--- src/rtl/negate_serial.sv ---
// negate_serial: digit-serial two's-complement sign unit.
// Four modes: pass, ones-complement, negate and abs. The datapath handles
// CHUNK bits per busy cycle. Input and output use valid/ready handshakes,
// and a sticky flag records any overflowed result that was delivered.
module negate_serial #(
  parameter int WIDTH = 16,
  parameter int CHUNK = 4
) (
  input  logic             clk,
  input  logic             rst,
  input  logic             in_valid,
  output logic             in_ready,
  input  logic [WIDTH-1:0] in_data,
  input  logic [1:0]       mode,
  output logic             out_valid,
  input  logic             out_ready,
  output logic [WIDTH-1:0] out_data,
  output logic             overflow,
  output logic             ovf_sticky,
  input  logic             ovf_clr
);

  localparam int NCHUNK = WIDTH / CHUNK;
  localparam int IDXW   = (NCHUNK > 1) ? $clog2(NCHUNK) : 1;
  localparam logic [IDXW-1:0]  LAST_IDX = IDXW'(NCHUNK - 1);
  localparam logic [WIDTH-1:0] MOST_NEG = {1'b1, {(WIDTH-1){1'b0}}};

  typedef enum logic [1:0] {
    IDLE,
    BUSY,
    DONE
  } state_t;

  state_t           r_state;
  logic [WIDTH-1:0] r_a;
  logic [1:0]       r_m;
  logic             r_inv;
  logic             r_carry;
  logic [IDXW-1:0]  r_idx;
  logic [WIDTH-1:0] r_res;

  logic [CHUNK-1:0] w_chunk;
  logic [CHUNK:0]   w_sum;
  logic [WIDTH-1:0] w_res_next;
  logic             w_accept;
  logic             w_deliver;
  logic             w_in_neg;
  logic             w_ovf_calc;

  assign in_ready   = (r_state == IDLE) && !rst;
  assign w_accept   = in_valid && in_ready;
  assign w_deliver  = out_valid && out_ready;
  assign w_in_neg   = in_data[WIDTH-1];
  // Only negate/abs of the most-negative value cannot be represented.
  assign w_ovf_calc = r_m[1] && (r_a == MOST_NEG);

  // One chunk of the conditional-invert-plus-carry add, merged into the result.
  always_comb begin
    w_chunk    = r_a[r_idx*CHUNK +: CHUNK];
    w_sum      = {1'b0, (r_inv ? ~w_chunk : w_chunk)} + {{CHUNK{1'b0}}, r_carry};
    w_res_next = r_res;
    w_res_next[r_idx*CHUNK +: CHUNK] = w_sum[CHUNK-1:0];
  end

  // Control FSM, serial datapath registers, and registered outputs.
  always_ff @(posedge clk) begin
    if (rst) begin
      r_state    <= IDLE;
      r_a        <= '0;
      r_m        <= '0;
      r_inv      <= 1'b0;
      r_carry    <= 1'b0;
      r_idx      <= '0;
      r_res      <= '0;
      out_valid  <= 1'b0;
      out_data   <= '0;
      overflow   <= 1'b0;
      ovf_sticky <= 1'b0;
    end else begin
      // A set at delivery takes priority over a clear in the same cycle.
      if (w_deliver && overflow) begin
        ovf_sticky <= 1'b1;
      end else if (ovf_clr) begin
        ovf_sticky <= 1'b0;
      end

      unique case (r_state)
        IDLE: begin
          if (w_accept) begin
            r_a     <= in_data;
            r_m     <= mode;
            r_idx   <= '0;
            r_inv   <= (mode == 2'b01) || (mode == 2'b10) ||
                       ((mode == 2'b11) && w_in_neg);
            r_carry <= (mode == 2'b10) || ((mode == 2'b11) && w_in_neg);
            r_state <= BUSY;
          end
        end
        BUSY: begin
          r_res   <= w_res_next;
          r_carry <= w_sum[CHUNK];
          r_idx   <= r_idx + 1'b1;
          if (r_idx == LAST_IDX) begin
            // The final carry-out is dropped; overflow comes from the operand.
            out_data  <= w_res_next;
            overflow  <= w_ovf_calc;
            out_valid <= 1'b1;
            r_idx     <= '0;
            r_state   <= DONE;
          end
        end
        DONE: begin
          if (out_ready) begin
            out_valid <= 1'b0;
            r_state   <= IDLE;
          end
        end
        default: r_state <= IDLE;
      endcase
    end
  end

endmodule

--- config.mk ---
export PLATFORM = sky130hd
export DESIGN_NAME = negate_serial
export DESIGN_NICKNAME = d
export VERILOG_FILES = /design/src/rtl/negate_serial.sv
export SDC_FILE = /design/constraint.sdc
export NUM_CORES = 1
export LEC_CHECK = 0
export ABC_AREA = 1
export CORE_ASPECT_RATIO = 0.75
export CORE_UTILIZATION = 54
export DETAILED_ROUTE_END_ITERATION = 7
export HOLD_SLACK_MARGIN = 0.12
export PLACE_DENSITY = 0.79
export SLEW_MARGIN = 10
export SYNTH_ARGS = -nofsm -noshare
export SYNTH_HDL_FRONTEND = slang
export SYNTH_SLANG_ARGS = --single-unit
--- constraint.sdc ---
create_clock -name clk -period 2.3 [get_ports clk]
set_input_delay 0.575 -clock clk [delete_from_list [all_inputs] [get_ports clk]]
set_output_delay 0.575 -clock clk [all_outputs]
set_load 0.05 [all_outputs]
==> reports/metrics.yaml, run 1 <==
ys_warn_count: 0
synth_fp_nets: 426
fmax_mhz: 474
clkLatencyLatePin_ns: 0.34
setup_tns_ns: 0
final_common_cell: "inv_1"
area_growth_pct: 26.6
synth.avg_cell_area_um2: 7.30
top_layer_used: "met4"
cp-start-kind: "register"
clock-root-buffer: "clkbuf_8"
synth-seq-cells: 58
setup_violations: 0
io_buffers: 42
gp_congestion: 0.898
routedWlPerCell_um: 12.8
die_area_mm2: 0.00561
cts_resized: 0
cts_setup_buffers: 0
clkTransAtPathRegs_ns: 0.06
fp.dieW_um: 86.1
end_kind: "register"
drcViolationCount: 0
first_pass_iters: 5
synth.distinct_cells: 32
p_total_mw: 2.45
num_rows: 22
ios: 43
ys_seq_area_frac: 0.405
ctsHoldBuffers: 0
netlist_area_mm2: 0.00287
finClkSkew_ns: 0.00561
diodes: 0
grt_overflow_total: 0
dr.first_iter.drc_count: 209
async_reset_ff_frac: 0
dp_hpwl_mm: 4.73
antenna_left: 0
cellPowerDensity_mw_per_mm2: 674
crit_type: "register to register"
status: "completed"
grt_max_degree: 38
grt_pass1_wl_mm: 11.2
numCtsBuffers: 9
ctsLongestPathBuffers: 2
tightestPinTransition_ns: 0.694
grt_antenna_before_repair: 0
via_per_inst: 5.28
grtUsageTotal: 0.260
vias: 2732
wl_met2_mm: 2.84
ir_drop_mv: 0.371
setup_slack_ns: 0.190
relSlewSlack: 0.537
drive_above_1_share: 0.115
grt_pass1_vias: 2479
die_h_um: 65.1
synthCells: 393
crit_path_max_fanout: 12
drt-met1-wl_mm: 3.29
finalCritPeriodShare: 0.917
initial_core_util: 0.572
routed-wl-met3_um: 392
synth-main-ff-cell: "dfxtp_1"
leakagePower_nw: 1.63
htree_num_levels: 3
hold_path_class: "register to register"
cp_data_required_time_ns: 2.59
synth-edff-count: 0
maxSlewViolCount: 0
clkSinkCount: 58
final_nets: 473
cts_tree: "yes"
rsz0062_at_grt: "no"
fin_crit_ns: 2.11
wirelength_mm: 6.63
cap_violations: 0
coreArea_mm2: 0.00501
crit_arrival_ns: 2.40
place_ws_ns: 0.0638
layout_common_cells: "67 x inv_1, 63 x nand2_1, 56 x dfxtp_1, 41 x clkdlybuf4s50_1, 39 x nand3_1"
final_hold_viol_count: 0
-- per-stage QoR --
step	util	cell area, µm²	hold WS, ns	std cells
after floorplan	-	2870	0.431	393
after global placement	0.680	3410	0.452	501
after detailed placement	0.680	3410	0.459	501
after CTS	0.717	3590	0.466	517
after global routing	0.725	3630	0.484	517
final	0.725	3630	0.461	517
-- per-layer routing --
layer	vias to the layer above	GRT usage
li1	1381	-
met4	0	0.115
met1	1252	0.345
met5	-	0
met2	87	0.402
met3	12	0.0678
-- sequential cells by signal, summed over array words and instances, names as in the netlist --
| name | cells |
|---|---|
| out_data | 16 |
| r_m | 1 |
| ovf_sticky | 1 |
| r_state | 2 |
| overflow | 1 |
| r_res | 16 |
| r_inv | 1 |
| r_a | 16 |
| r_carry | 1 |
| out_valid | 1 |
| r_idx | 2 |
-- kinds of logic after synthesis --
group	Yosys count	share of synthesized area
simple gates	141	0.229
compound gates	95	0.192
buf+inv	87	0.121
xor+xnor	2	0.00873
flops	58	0.405
fa+ha+maj	10	0.0436
-- layout make-up --
type                       count  area (µm²)
timing repair buffer          54         533
tap                           72        90.1
clock inverter                 2        10.0
inverter                      69         264
clock buffer                  14         173
sequential                    58        1160
multi-input combinational    248        1400
fill                         431        1380
-- worst paths after layout --
kind	start	endpoint	slack, ns	depth (start not counted)
setup / recovery	r_idx[0]$_SDFFE_PP0P_	out_data[6]$_SDFFE_PP0P_	0.19	14
hold / removal	ovf_sticky$_SDFFE_PP0P_	ovf_sticky$_SDFFE_PP0P_	0.46	2
setup reg to reg	r_idx[0]$_SDFFE_PP0P_	out_data[6]$_SDFFE_PP0P_	0.19	14
hold reg to reg	ovf_sticky$_SDFFE_PP0P_	ovf_sticky$_SDFFE_PP0P_	0.46	2
-- cell usage after synthesis, types with 6 or more instances --
master	count	area, µm²
nor2_1	15	56.3
nand3_1	40	200
o21bai_1	6	45.0
inv_1	67	251
o21ai_0	29	145
ha_1	10	125
o22ai_1	7	43.8
dfxtp_1	58	1160
buf_2	7	35.0
a21oi_1	37	185
o21a_1	9	67.6
clkbuf_1	9	33.8
nand2_1	66	248
-- power by group --
group / internal, mW / switching (mW)
clock: 0.476 / 0.383
sequential: 1.06 / 0.0401
combinational: 0.188 / 0.294
-- worst max-delay path: stages, from the launching register on --
cell,delay [ns]
dfxtp_2,0.48
a21oi_1,0.10
o21ai_0,0.10
nand2_1,0.09
xor2_1,0.16
ha_2,0.23
ha_4,0.15
inv_1,0.04
nand2_1,0.09
nand2_2,0.09
nor3_4,0.26
nand2_2,0.09
nand3_1,0.08
nand2_1,0.06
inv_1,0.04
No activity file was read; power rests on OpenSTA's default activity.
==> inputs of run 2 (changes only) <==
--- a/config.mk
+++ b/config.mk
@@ -8,6 +8,7 @@
 export ABC_AREA = 1
 export CORE_ASPECT_RATIO = 0.75
 export CORE_UTILIZATION = 54
+export CTS_CLUSTER_SIZE = 24
 export DETAILED_ROUTE_END_ITERATION = 7
 export HOLD_SLACK_MARGIN = 0.12
 export PLACE_DENSITY = 0.79
==> results of run 2 <==
Same layout as run 1: the final DEF is identical, and so are final timing and power.
==> inputs of run 3 (changes only) <==
--- a/config.mk
+++ b/config.mk
@@ -6,6 +6,7 @@
 export NUM_CORES = 1
 export LEC_CHECK = 0
 export ABC_AREA = 1
+export CAP_MARGIN = 20
 export CORE_ASPECT_RATIO = 0.75
 export CORE_UTILIZATION = 54
 export CTS_CLUSTER_SIZE = 24
==> results of run 3 <==
Same layout as run 1: the final DEF is identical, and so are final timing and power.
